===== config.mk =====
export PLATFORM = sky130hd
export DESIGN_NAME = vga_scan_gen
export DESIGN_NICKNAME = d
export VERILOG_FILES = /design/src/rtl/vga_scan_gen.sv
export SDC_FILE = /design/constraint.sdc
export NUM_CORES = 1
export LEC_CHECK = 0
export CORE_MARGIN = 2
export CORE_UTILIZATION = 41
export DETAILED_ROUTE_END_ITERATION = 10
export PLACE_DENSITY_LB_ADDON = 0.15
export SLEW_MARGIN = 20
export SYNTH_ARGS = -nofsm -noshare
export SYNTH_HDL_FRONTEND = slang
export SYNTH_SLANG_ARGS = --single-unit

===== constraint.sdc =====
create_clock -name Clk -period 2.49 [get_ports Clk]
set_input_delay 0.498 -clock Clk [delete_from_list [all_inputs] [get_ports Clk]]
set_output_delay 0.498 -clock Clk [all_outputs]
set_load 0.05 [all_outputs]

===== src/rtl/vga_scan_gen.sv =====
// vga_scan_gen: VGA raster scan source (640x480@60 by default).
// Produces the DrawX/DrawY scan coordinates for the pixel pipeline and a per-pixel
// clock enable. It also drives frame_clk for per-frame game logic. Sync and blank
// are delayed through a PIPE_DLY-deep shift register so they line up with the
// pipeline's Red/Green/Blue. The DAC colour is forced to black during blanking.
// Reset_n asserts asynchronously. Its release must already be synchronous to Clk.

module vga_scan_gen #(
    parameter int H_VIS    = 640,
    parameter int H_FP     = 16,
    parameter int H_SYNC   = 96,
    parameter int H_BP     = 48,
    parameter int V_VIS    = 480,
    parameter int V_FP     = 10,
    parameter int V_SYNC   = 2,
    parameter int V_BP     = 33,
    parameter int PIX_DIV  = 2,
    parameter int PIPE_DLY = 1
) (
    input  logic       Clk,
    input  logic       Reset_n,
    input  logic [7:0] Red_in,
    input  logic [7:0] Green_in,
    input  logic [7:0] Blue_in,
    output logic       pixel_ce,
    output logic [9:0] DrawX,
    output logic [9:0] DrawY,
    output logic       frame_clk,
    output logic       VGA_HS,
    output logic       VGA_VS,
    output logic       VGA_BLANK_N,
    output logic       VGA_SYNC_N,
    output logic [7:0] VGA_R,
    output logic [7:0] VGA_G,
    output logic [7:0] VGA_B
);

    localparam int H_TOT = H_VIS + H_FP + H_SYNC + H_BP;
    localparam int V_TOT = V_VIS + V_FP + V_SYNC + V_BP;

    localparam logic [9:0] H_LAST     = 10'(H_TOT - 1);
    localparam logic [9:0] V_LAST     = 10'(V_TOT - 1);
    localparam logic [9:0] H_VIS_END  = 10'(H_VIS);
    localparam logic [9:0] V_VIS_END  = 10'(V_VIS);
    localparam logic [9:0] HS_START   = 10'(H_VIS + H_FP);
    localparam logic [9:0] HS_END     = 10'(H_VIS + H_FP + H_SYNC);
    localparam logic [9:0] VS_START   = 10'(V_VIS + V_FP);
    localparam logic [9:0] VS_END     = 10'(V_VIS + V_FP + V_SYNC);
    localparam logic [1:0] DIV_LAST   = 2'(PIX_DIV - 1);

    logic [1:0]          div_q, div_d;
    logic                pixel_ce_q, pixel_ce_d;
    logic [9:0]          draw_x_q, draw_x_d;
    logic [9:0]          draw_y_q, draw_y_d;
    logic                frame_clk_q, frame_clk_d;
    logic [PIPE_DLY-1:0] hs_pipe_q, hs_pipe_d;
    logic [PIPE_DLY-1:0] vs_pipe_q, vs_pipe_d;
    logic [PIPE_DLY-1:0] blank_pipe_q, blank_pipe_d;
    logic [23:0]         rgb_q, rgb_d;
    logic                hs_raw, vs_raw, blank_n_raw;

    // Pixel divider: pixel_ce is high for the one Clk where the divider sits at its last count
    always_comb begin
        div_d      = (div_q == DIV_LAST) ? 2'd0 : div_q + 2'd1;
        pixel_ce_d = (div_d == DIV_LAST);
    end

    // Scan counters advance once per pixel, wrapping X into Y and Y back to the top
    always_comb begin
        draw_x_d = draw_x_q;
        draw_y_d = draw_y_q;
        if (pixel_ce_q) begin
            if (draw_x_q == H_LAST) begin
                draw_x_d = 10'd0;
                draw_y_d = (draw_y_q == V_LAST) ? 10'd0 : draw_y_q + 10'd1;
            end else begin
                draw_x_d = draw_x_q + 10'd1;
            end
        end
    end

    // Undelayed timing decoded from the counters; frame_clk tracks the next counter state
    always_comb begin
        hs_raw      = !((draw_x_q >= HS_START) && (draw_x_q < HS_END));
        vs_raw      = !((draw_y_q >= VS_START) && (draw_y_q < VS_END));
        blank_n_raw = (draw_x_q < H_VIS_END) && (draw_y_q < V_VIS_END);
        frame_clk_d = !((draw_y_d >= VS_START) && (draw_y_d < VS_END));
    end

    // Delay line for sync/blank plus the colour register, both stepping once per pixel
    always_comb begin
        hs_pipe_d    = hs_pipe_q;
        vs_pipe_d    = vs_pipe_q;
        blank_pipe_d = blank_pipe_q;
        rgb_d        = rgb_q;
        if (pixel_ce_q) begin
            hs_pipe_d[0]    = hs_raw;
            vs_pipe_d[0]    = vs_raw;
            blank_pipe_d[0] = blank_n_raw;
            for (int i = 1; i < PIPE_DLY; i++) begin
                hs_pipe_d[i]    = hs_pipe_q[i-1];
                vs_pipe_d[i]    = vs_pipe_q[i-1];
                blank_pipe_d[i] = blank_pipe_q[i-1];
            end
            rgb_d = blank_pipe_d[PIPE_DLY-1] ? {Red_in, Green_in, Blue_in} : 24'd0;
        end
    end

    // State registers; reset parks the scan at (0,0) with syncs idle and the DAC black
    always_ff @(posedge Clk or negedge Reset_n) begin
        if (!Reset_n) begin
            div_q        <= 2'd0;
            pixel_ce_q   <= 1'b0;
            draw_x_q     <= 10'd0;
            draw_y_q     <= 10'd0;
            frame_clk_q  <= 1'b1;
            hs_pipe_q    <= '1;
            vs_pipe_q    <= '1;
            blank_pipe_q <= '0;
            rgb_q        <= 24'd0;
        end else begin
            div_q        <= div_d;
            pixel_ce_q   <= pixel_ce_d;
            draw_x_q     <= draw_x_d;
            draw_y_q     <= draw_y_d;
            frame_clk_q  <= frame_clk_d;
            hs_pipe_q    <= hs_pipe_d;
            vs_pipe_q    <= vs_pipe_d;
            blank_pipe_q <= blank_pipe_d;
            rgb_q        <= rgb_d;
        end
    end

    assign pixel_ce    = pixel_ce_q;
    assign DrawX       = draw_x_q;
    assign DrawY       = draw_y_q;
    assign frame_clk   = frame_clk_q;
    assign VGA_HS      = hs_pipe_q[PIPE_DLY-1];
    assign VGA_VS      = vs_pipe_q[PIPE_DLY-1];
    assign VGA_BLANK_N = blank_pipe_q[PIPE_DLY-1];
    assign VGA_SYNC_N  = 1'b0;
    assign VGA_R       = rgb_q[23:16];
    assign VGA_G       = rgb_q[15:8];
    assign VGA_B       = rgb_q[7:0];

endmodule


; Word level (Yosys, flattened, before mapping)
; Cells that the tools add are included.
[totals]
regBits = 51
latchBits = 0
ramBits = 0
romBits = 0
in_bits = 26
output_inout_bits = 50
mem_count = 0
[classes]
addsub = 3
multipliers = 0
div = 0
order_cmp = 8
eq_ne = 4
n_shift = 0
mux = 6
bitwise_logic = 0
n_reduce_logical = 7
[op_table]
columns = cell, count
row1 = 2-to-1 mux 10 bit, 4
row2 = < comparator 10 x 9 -> 1 bit (second input constant), 3
row3 = 2-to-1 mux 24 bit, 1
row4 = adder 10 x 1 -> 10 bit (second input constant), 2
row5 = equality test 10 bit (second input constant), 2
row6 = greater-or-equal comparator 10 x 9 -> 1 bit (second input constant), 2
row7 = < comparator 10 bit (second input constant), 2
row8 = greater-or-equal comparator 10 bit (second input constant), 1
row9 = equality test 2 x 1 -> 1 bit (second input constant), 2
row10 = logical AND 1 bit, 4
row11 = zero test 1 bit, 3
row12 = adder 2 x 1 -> 2 bit (second input constant), 1
row13 = 2-to-1 mux 2 bit, 1

; Depth between registers and ports, before layout
; Gate-level depths: netlist of run 1.
[depth]
word_depth = 7
depth_mapped = 7
depth_no_buf = 7

; Least setup slack after synthesis of run 1
; OpenSTA, ideal clock, no wires.
[synth_timing]
kind = register -> register
start = register draw_x_q[5] (netlist: DrawX[5])
end = register frame_clk_q (netlist: frame_clk)
arrival_ns = 2.610
required_ns = 2.398
slack_ns = -0.212
stages_incl_launch_ff = 7
synth_period_minus_slack_ns = 2.702
path_cell_list = dfrtp_1 -> or3_4 -> or4_4 -> buf_6 -> or4_4 -> a221oi_2 -> nand4_1
[synth_via]
elab_chain_len = 6
word_cells_on_any_way = 7
[synth_rtl]
columns = element, line
row1 = from (decl), 53  ; logic [9:0] draw_x_q, draw_x_d;
row2 = from (signal assigned), 124  ; draw_x_q <= draw_x_d;
row3 = equality test 10 bit (*), 73  ; if (draw_x_q == H_LAST) begin
row4 = 2-to-1 mux 10 bit (*), 73
row5 = 2-to-1 mux 10 bit (*), 72  ; if (pixel_ce_q) begin
row6 = greater-or-equal comparator 10 x 9 -> 1 bit / < comparator 10 x 9 -> 1 bit (equally long branches), 87  ; frame_clk_d = !((draw_y_d >= VS_START) && (draw_y_d < VS_END));
row7 = logical AND 1 bit (*), 87
row8 = zero test 1 bit (*), 87
row9 = via frame_clk_d, 55  ; logic frame_clk_q, frame_clk_d;
row10 = to (signal assigned), 126  ; frame_clk_q <= frame_clk_d;
row11 = to (decl), 55
; Mark *: on every way through the listed nets, which the timed path passes. The rest lies on a longest branch.
; A chain may end at the register's enable or synchronous reset.

; Worst setup path in the final report of run 1
[layout_timing]
start = register draw_x_q[7] (netlist: DrawX[7])
end = register frame_clk_q (netlist: frame_clk)
; Same word-level chain as after synthesis.

==> results.ini, run 1 <==
[flow_run]
cap_violations = 0

[route]
remaining_drc_errors = 0
first_pass_iters = 4
ant_nets = 0
wl_per_cell_um = 14.6
viasPerCell = 5.14
drt_iter0_markers = 80
num_vias = 1866
routed_wirelength_um = 5290

[worst_setup_path]
critPathLaunchType = register
crit_required_ps = 2710
critPathMaxFanout = 6
worstSetupPathType = reg -> reg
r2r_setup_slack_ps = 190
arrival_ps = 2520
crit_path_end_kind = register

[power]
clock_power_share_pct = 31.8
swShare_pct = 25.0
combinationalPowerShare_pct = 12.3
peakVddDrop_mv = 0.307
p_int_mw = 1.15
switching_power_mw = 0.384
p_per_area_nw_per_um2 = 476
seq_power_share_pct = 55.9
p_total_mw = 1.54
p_leak_nw = 1.36

[floorplanning]
rows = 27
dieArea_sq_um = 6270
die_y_um = 79.2
io_pins = 76
core_sq_um = 5470
die_x_um = 79.2
initial_utilization_pct = 42.4

[timing]
setup_viol = 0
skew_ps = 10.9
rsz0062_at_grt = false
min_period_ps = 2300
finalMaxSlewViolations = 0
tightest_slew_ps = 564
tns_ps = 0
fin_crit_sh_pct = 92.3
fmax_mhz = 435
slew_headroom_pct = 62.0
holdWs_ps = 123
hold_viol = 0

[synth]
synth_fp_nets = 246
netlist_top_cells_area = dfrtp_1 52%, a22o_1 9.1%, nand2_1 3.6%, dfstp_2 3.4%, nor2_1 2.9%
syn_inst = 215
yosysTopAreaCell = dfrtp_1
ys_warn_count = 0
ys_types = 44
synth_common_cells = 48 x dfrtp_1, 24 x a22o_1, 22 x nand2_1
netlist_area_sq_um = 2320
yosysMostFrequentCell = dfrtp_1
ys.flop_type = dfrtp_1
synth_edf_count = 0
synthDominantCellAreaShare_pct = 51.8
syn_area_per_cell_sq_um = 10.8
yosys_register_bits = 51
ys_seq_area_share_pct = 55.2
synth_async_sr_flop_share_pct = 100

[clocking]
post_cts_buffers = 0
cts_hold_buffers = 0
cts.path.max_buffers = 2
cts_resized = 0
cts_sinks = 51
cts_buffers = 5
clk_latency_ps = 310
cts-root-buf = clkbuf_8
cts_tree = done
h-tree-depth = 2
path_clk_slew_ps = 90

[placement]
finalWeightedCongestion = 0.888
portBuffers = 74
dpl.cell_count = 355
dp_hpwl_um = 3810

[grt]
grt_overflow = 0
grt_first_pass_wirelength_um = 8820
grt_start_max_net_pins = 30
grt_use_total_pct = 18.1
antenna_found_initial = 0
grt_pass1_vias = 1836

[final_layout]
area_delta_synth_final_pct = 39.4
fillers = 493
num_antenna_cells = 0
fin_nets = 321
instances_no_fill = 363
layout-drive-gt1-share_pct = 12.4

[worst_hold_path]
hold_class = in -> async

[run_status]
status = completed

-- layout make-up --
cell class	instances	area (sq um)	share of cell area [%]
sequential	51	1290	40.0
multi-input combinational	145	952	29.5
timing repair buffer	80	781	24.2
tap	72	90.1	2.79
clock buffer	7	86.3	2.67
inverter	7	26.3	0.813
clock inverter	1	5.00	0.155
-- worst max-delay path, cell delays in order, from the launching register on --
cell,delay (ps)
dfrtp_2,450
or3_4,410
or4_4,430
or4_4,530
a221oi_2,270
nand4_1,120
-- final timing paths --
check / cells past startpoint / to / start
worst min-delay path: 1 / pixel_ce$_DFF_PN0_ / Reset_n
min in group Clk: 1 / pixel_ce$_DFF_PN0_ / div_q[1]$_DFF_PN0_
max in group asynchronous: 2 / frame_clk$_DFF_PN1_ / Reset_n
worst max-delay path: 5 / frame_clk$_DFF_PN1_ / DrawX[7]$_DFFE_PN0P_
worst min register to register: 1 / pixel_ce$_DFF_PN0_ / div_q[1]$_DFF_PN0_
worst max register to register: 5 / frame_clk$_DFF_PN1_ / DrawX[7]$_DFFE_PN0P_
-- power by group through the flow --
stage                     clock, mW  combinational (mW)  sequential (mW)
after floorplan                   0              0.0213            0.945
after global placement            0               0.191            0.875
after detailed placement          0               0.193            0.874
after CTS                     0.512               0.193            0.859
after global routing          0.533               0.202            0.861
final                         0.489               0.190            0.859
-- cells by family after synthesis --
family / synth area share, %
AO/OA/AOI/OAI: 17.6
XOR/XNOR: 3.40
adder cells (fa/ha/maj): 2.70
buffers and inverters: 3.72
flip-flops: 55.2
multiplexers: 0.486
other: 0.162
AND/OR/NAND/NOR: 16.7
-- state kept, by name, indices dropped and copies added, names as in the netlist --
name         count
div_q            2
frame_clk        1
pixel_ce         1
VGA_HS           1
VGA_VS           1
DrawX           10
rgb_q           24
VGA_BLANK_N      1
DrawY           10
-- layout by cell type (no fill, tap or decap), types with 3 or more instances in the layout --
master / instances
clkdlybuf4s50_1: 73
dfrtp_2: 9
dfrtp_1: 39
inv_1: 7
nor3_1: 4
nand2_1: 22
a21oi_1: 5
buf_4: 6
dfstp_2: 3
and3_1: 4
nand3_1: 6
nor4_1: 4
nand4_1: 4
ha_1: 5
xnor2_1: 5
o21ai_0: 10
xor2_1: 4
clkbuf_8: 6
a22o_1: 24
nor2_1: 18
-- metal layers --
layer,vias to the layer above,GRT usage [%],share of wire (%)
met5,-,0,0
met3,9,6.02,8.2
met2,77,26.5,42
li1,919,-,-
met1,861,24.4,48
met4,0,7.76,2.2
-- per-stage QoR --
step / cell area (sq um) / utilization, % / setup slack, ps
finish: 3230 / 59.1 / 191
global route: 3230 / 59.1 / 83.8
CTS: 3230 / 59.1 / 190
detailed placement: 3140 / 57.4 / 209
global placement: 3140 / 57.4 / 246
floorplan: 2330 / - / 13.2
Power figures use the tool's default switching activity.
==> run 2: changes to the inputs <==
- CORE_UTILIZATION: 41 -> 46
- clock period: 2.49 -> 2.6 ns (I/O delays scaled with it)
==> run 2 against run 1 <==
Design area increased by 0.50%. Routed wire length decreased by 0.55%. Non-clock buffer count stayed put. Clock power up 20%. Combinational power fell by 4%. Maximum frequency is 3.9% lower. Sequential cell count stayed put. Global-route usage up 1.5 points. Sequential share of layout area decreased by 0.43 points. Die area shrank 10%. Clock skew is 1.4 ps lower. Largest cell class unchanged.
==> results.ini, run 2 (synthesis gave the netlist of run 1 again) <==
[timing]
fmax_mhz = 418  ; -3.9%
slew_headroom_pct = 40.7  ; -21 points
fin_crit_sh_pct = 92.1  ; -0.28 points
rsz0062_at_grt = false
hold_viol = 0  ; unchanged
finalMaxSlewViolations = 0  ; unchanged
fin_ws_ps = 206  ; +15.6 ps
holdWs_ps = 83.1  ; -39.6 ps
tns_ps = 0  ; unchanged
min_period_ps = 2390  ; +94.4 ps
tightest_slew_ps = 889  ; +325 ps
skew_ps = 9.41  ; -1.44 ps
setup_viol = 0  ; unchanged

[clocking]
cts_tree = done
cts_sinks = 51  ; unchanged
path_clk_slew_ps = 100  ; about the same
post_cts_buffers = 0  ; unchanged
clk_latency_ps = 300  ; about the same
cts-root-buf = clkbuf_8
cts_resized = 0  ; unchanged
h-tree-depth = 2  ; unchanged
cts.path.max_buffers = 2  ; unchanged
cts_hold_buffers = 0  ; unchanged
cts_buffers = 5  ; unchanged

[floorplanning]
die_x_um = 75.0  ; -5.3%
initial_utilization_pct = 48.4  ; +6.1 points
core_sq_um = 4790  ; -13%
die_y_um = 75.0  ; -5.3%
dieArea_sq_um = 5620  ; -10%
rows = 25  ; -7.4%
io_pins = 76  ; unchanged

[route]
num_vias = 1898  ; +1.7%
drt_iter0_markers = 103  ; +29%
remaining_drc_errors = 0  ; unchanged
viasPerCell = 5.30  ; +3.1%
first_pass_iters = 4  ; unchanged
wl_per_cell_um = 14.7  ; +0.84%
routed_wirelength_um = 5260  ; -0.55%
ant_nets = 0  ; unchanged

[power]
p_total_mw = 1.59  ; +3.5%
clock_power_share_pct = 36.8  ; +5.0 points
p_int_mw = 1.21  ; +4.6%
p_per_area_nw_per_um2 = 490  ; +3.0%
seq_power_share_pct = 51.7  ; -4.2 points
p_leak_nw = 1.39  ; +1.5%
switching_power_mw = 0.384  ; about the same
peakVddDrop_mv = 0.315  ; +2.6%
swShare_pct = 24.2  ; -0.82 points
combinationalPowerShare_pct = 11.5  ; -0.8 points

[run_status]
status = completed

[worst_setup_path]
crit_required_ps = 2830  ; +120 ps
arrival_ps = 2620  ; +100 ps
critPathMaxFanout = 8  ; +2
worstSetupPathType = reg -> reg
critPathLaunchType = register
crit_path_end_kind = register

[final_layout]
area_delta_synth_final_pct = 40.1
final_cell_mix = 73 x clkdlybuf4s50_1, 45 x dfrtp_1, 24 x a22o_1
final_common_cell = clkdlybuf4s50_1
num_antenna_cells = 0  ; unchanged
layout-drive-gt1-share_pct = 10.7  ; -1.7 points
largest-register = rgb_q
fin_nets = 321  ; unchanged
largest_register_ffs = 24  ; unchanged

[grt]
grt_start_max_net_pins = 30  ; unchanged
grt_overflow = 0  ; unchanged
antenna_found_initial = 0  ; unchanged
grt_use_total_pct = 19.6  ; +1.5 points
grt_pass1_vias = 1801  ; -1.9%
grt_first_pass_wirelength_um = 8470  ; -4.0%

[placement]
portBuffers = 74  ; unchanged
dp_hpwl_um = 3870  ; +1.7%
place_ws_ps = 218  ; +9.48 ps
finalWeightedCongestion = 0.817  ; -8.0%

[flow_run]
cap_violations = 0  ; unchanged

[worst_hold_path]
hold_class = in -> async

run 2: cell types whose count changed in the layout (fill, tap and decap cells not counted):
cell / delta
dfrtp_1: +6
dfrtp_2: -6
bufinv_16: +1
clkbuf_1: -1
clkinv_2: -1
inv_6: +1
run 2: power by group through the flow:
stage | clock, mW | combinational [mW] | sequential, mW
after floorplan | 0 | 0.0204 | 0.905
after global placement | 0 | 0.183 | 0.837
after detailed placement | 0 | 0.185 | 0.837
after CTS | 0.598 | 0.185 | 0.823
after global routing | 0.636 | 0.193 | 0.825
final | 0.586 | 0.182 | 0.822
run 2: layout make-up:
class	instances	area, sq um
timing repair buffer	80	781
fill	413	1540
multi-input combinational	145	952
tap	67	83.8
clock inverter	2	38.8
clock buffer	6	82.6
inverter	7	26.3
sequential	51	1280
run 2: final timing paths:
check / slack (ps) / cells after the start / startpoint / to
worst max-delay path: 210 / 5 / DrawX[5]$_DFFE_PN0P_ / frame_clk$_DFF_PN1_
worst min-delay path: 80 / 1 / Reset_n / DrawY[2]$_DFF_PN0_
worst max register to register: 210 / 5 / DrawX[5]$_DFFE_PN0P_ / frame_clk$_DFF_PN1_
worst min register to register: 440 / 1 / div_q[1]$_DFF_PN0_ / pixel_ce$_DFF_PN0_
max in group asynchronous: 1890 / 2 / Reset_n / DrawX[2]$_DFFE_PN0P_
min in group Clk: 440 / 1 / div_q[1]$_DFF_PN0_ / pixel_ce$_DFF_PN0_
run 2: critical path: stages (launching register included):
cell	delay [ps]
dfrtp_2	460
or3_4	420
or4_4	530
or4_4	540
a221oi_2	280
nand4_1	110
run 2: layer usage:
layer  part of all wire (%)  routed length [um]  track usage [%]
met3                    5.7                 302             4.95
met5                      0                   0                0
met4                    1.0                  53             4.96
met1                     43                2290             26.9
met2                     50                2620             31.2
run 2: per-stage QoR:
stage | area, sq um | instances | utilization (%)
floorplan | 2320 | 215 | -
detailed placement | 3130 | 350 | 65.3
CTS | 3250 | 358 | 67.9
global placement | 3130 | 350 | 65.3
finish | 3250 | 358 | 67.9
global route | 3250 | 358 | 67.9
==> run 3: changes to the inputs <==
- CORE_MARGIN: 2 -> default
- clock period: 2.6 -> 2.28 ns (I/O delays scaled with it)
==> run 3 against run 2 <==
Largest power group unchanged. Power increased by 4.9%. Maximum frequency increased by 9.9%. Worst setup slack got worse by 110 ps.
==> results.ini, run 3 (synthesis gave the netlist of run 1 again) <==
[run_status]
status = completed

[worst_setup_path]
path_buf_inv = 0  ; unchanged
critPathMaxFanout = 4  ; -4
rr_worst_depth = 5  ; unchanged
cp_cell_sequence = or3_4 > or4_4 > or4_4 > a221oi_2 > nand4_1
max_stage_delay_ps = 500  ; -40 ps
slowest_stage = or4_4
arrival_ps = 2400  ; -220 ps
critPathLaunchType = register
cp_num_cells = 5  ; unchanged
r2r_setup_slack_ps = 100  ; -110 ps
crit_path_end_kind = register
cp_top_family = simple AND/OR/NAND/NOR gates
r2r_start = DrawX[7]$_DFFE_PN0P_
worstReg2RegEnd = frame_clk$_DFF_PN1_
crit_top_cell = or4_4
worstSetupPathType = reg -> reg
crit_required_ps = 2500  ; -330 ps

[grt]
grt_use_total_pct = 21.6  ; +2.1 points
grt_first_pass_wirelength_um = 8680  ; +2.5%
grt_overflow = 0  ; unchanged
grt_start_max_net_pins = 30  ; unchanged
antenna_found_initial = 0  ; unchanged
grt_pass1_vias = 1862  ; +3.4%

[timing]
min_period_ps = 2180  ; -215 ps
rsz0062_at_grt = false
holdWs_ps = 44.5  ; -38.6 ps
tns_ps = 0  ; unchanged
tightest_slew_ps = 525  ; -365 ps
skew_ps = 4.69  ; -4.72 ps
fin_crit_sh_pct = 95.6  ; +3.5 points
fmax_mhz = 459  ; +9.9%
setup_viol = 0  ; unchanged
hold_viol = 0  ; unchanged
slew_headroom_pct = 64.9  ; +24 points
finalMaxSlewViolations = 0  ; unchanged

[floorplanning]
dieArea_sq_um = 5330  ; -5.3%
initial_utilization_pct = 48.4  ; unchanged
rows = 25  ; unchanged
die_x_um = 73.0  ; -2.7%
die_y_um = 73.0  ; -2.7%
core_sq_um = 4790  ; unchanged
io_pins = 76  ; unchanged

[placement]
dp_hpwl_um = 3870  ; +0.11%
finalWeightedCongestion = 0.894  ; +9.4%
dpl.cell_count = 357  ; +2.0%
portBuffers = 74  ; unchanged

[worst_hold_path]
hold_class = in -> async

[flow_run]
cap_violations = 0  ; unchanged

[power]
p_per_area_nw_per_um2 = 507  ; +3.5%
peakVddDrop_mv = 0.419  ; +33%
p_total_mw = 1.67  ; +4.9%
p_leak_nw = 1.40  ; +0.70%

[route]
routed_wirelength_um = 5320  ; +0.99%
wl_per_cell_um = 14.6  ; -0.95%
remaining_drc_errors = 0  ; unchanged
ant_nets = 0  ; unchanged
viasPerCell = 5.31  ; about the same
drt_iter0_markers = 120  ; +17%
first_pass_iters = 4  ; unchanged
num_vias = 1937  ; +2.1%

[final_layout]
ff_latch_area_sq_um = 1290  ; +0.78%
largest-register = rgb_q
fin_nets = 328  ; +2.2%
final_cell_mix = 73 x clkdlybuf4s50_1, 37 x dfrtp_1, 24 x a22o_1
instances_no_fill = 365  ; +2.0%
num_antenna_cells = 0  ; unchanged
multi_input_area_sq_um = 965  ; +1.3%
final_common_cell = clkdlybuf4s50_1
fillers = 367  ; -11%
layout-drive-gt1-share_pct = 15.4  ; +4.8 points
largest_register_ffs = 24  ; unchanged
area_delta_synth_final_pct = 42.0

[clocking]
post_cts_buffers = 0  ; unchanged
path_clk_slew_ps = 90  ; about the same
h-tree-depth = 2  ; unchanged
cts_tree = done
cts_hold_buffers = 0  ; unchanged
cts_sinks = 51  ; unchanged
clk_latency_ps = 300  ; about the same
cts-root-buf = clkbuf_8
cts_buffers = 5  ; unchanged
cts_resized = 0  ; unchanged
cts.path.max_buffers = 2  ; unchanged

==> run 3: changes by cell type in the layout (fill, tap and decap cells not counted), sizes merged <==
| cell | before | now |
|---|---|---|
| buf | 7 | 14 |
| bufinv | 1 | 0 |
| clkbuf | 6 | 7 |
| clkinv | 0 | 1 |
| inv | 8 | 7 |
==> run 3: final cells by class <==
cell class | instances | area share [%]
Sequential cell | 51 | 39.3
Multi-Input combinational cell | 145 | 29.3
Timing Repair Buffer | 87 | 25.3
Clock buffer | 7 | 2.62
Tap cell | 67 | 2.55
Inverter | 7 | 0.798
Clock inverter | 1 | 0.152
==> run 3: report_power, final <==
group          switching, mW  total (mW)  internal, mW  leakage, nW
combinational          0.119       0.208        0.0886        0.739
clock                  0.278       0.523         0.245       0.0482
sequential            0.0130       0.938         0.925        0.608
total                  0.410        1.67          1.26         1.40
==> run 3: how the worst max path moves through the flow <==
stage,startpoint,endpoint
floorplan,DrawX[7]$_DFFE_PN0P_,frame_clk$_DFF_PN1_
global placement,DrawX[7]$_DFFE_PN0P_,frame_clk$_DFF_PN1_
detailed placement,DrawX[7]$_DFFE_PN0P_,frame_clk$_DFF_PN1_
CTS,DrawX[7]$_DFFE_PN0P_,frame_clk$_DFF_PN1_
global route,DrawX[7]$_DFFE_PN0P_,frame_clk$_DFF_PN1_
finish,DrawX[7]$_DFFE_PN0P_,frame_clk$_DFF_PN1_
==> run 3: per-layer routing <==
metal  track usage (%)  vias to the layer above  share of wire [%]  wire length [um]
li1                  -                      932                  -                 -
met5                 0                        -                  0                 0
met1              28.4                      927                 45              2400
met2              32.7                       68                 45              2420
met3              7.60                       10                7.5               399
met4              8.71                        0                1.7                93
==> run 3: stage by stage <==
step | util [%] | instance area, sq um | worst slack, ps
after floorplan | - | 2340 | -137
after global placement | 66.9 | 3200 | 122
after detailed placement | 66.9 | 3200 | 109
after CTS | 68.8 | 3290 | 101
after global routing | 68.8 | 3290 | 54.0
final | 68.8 | 3290 | 101
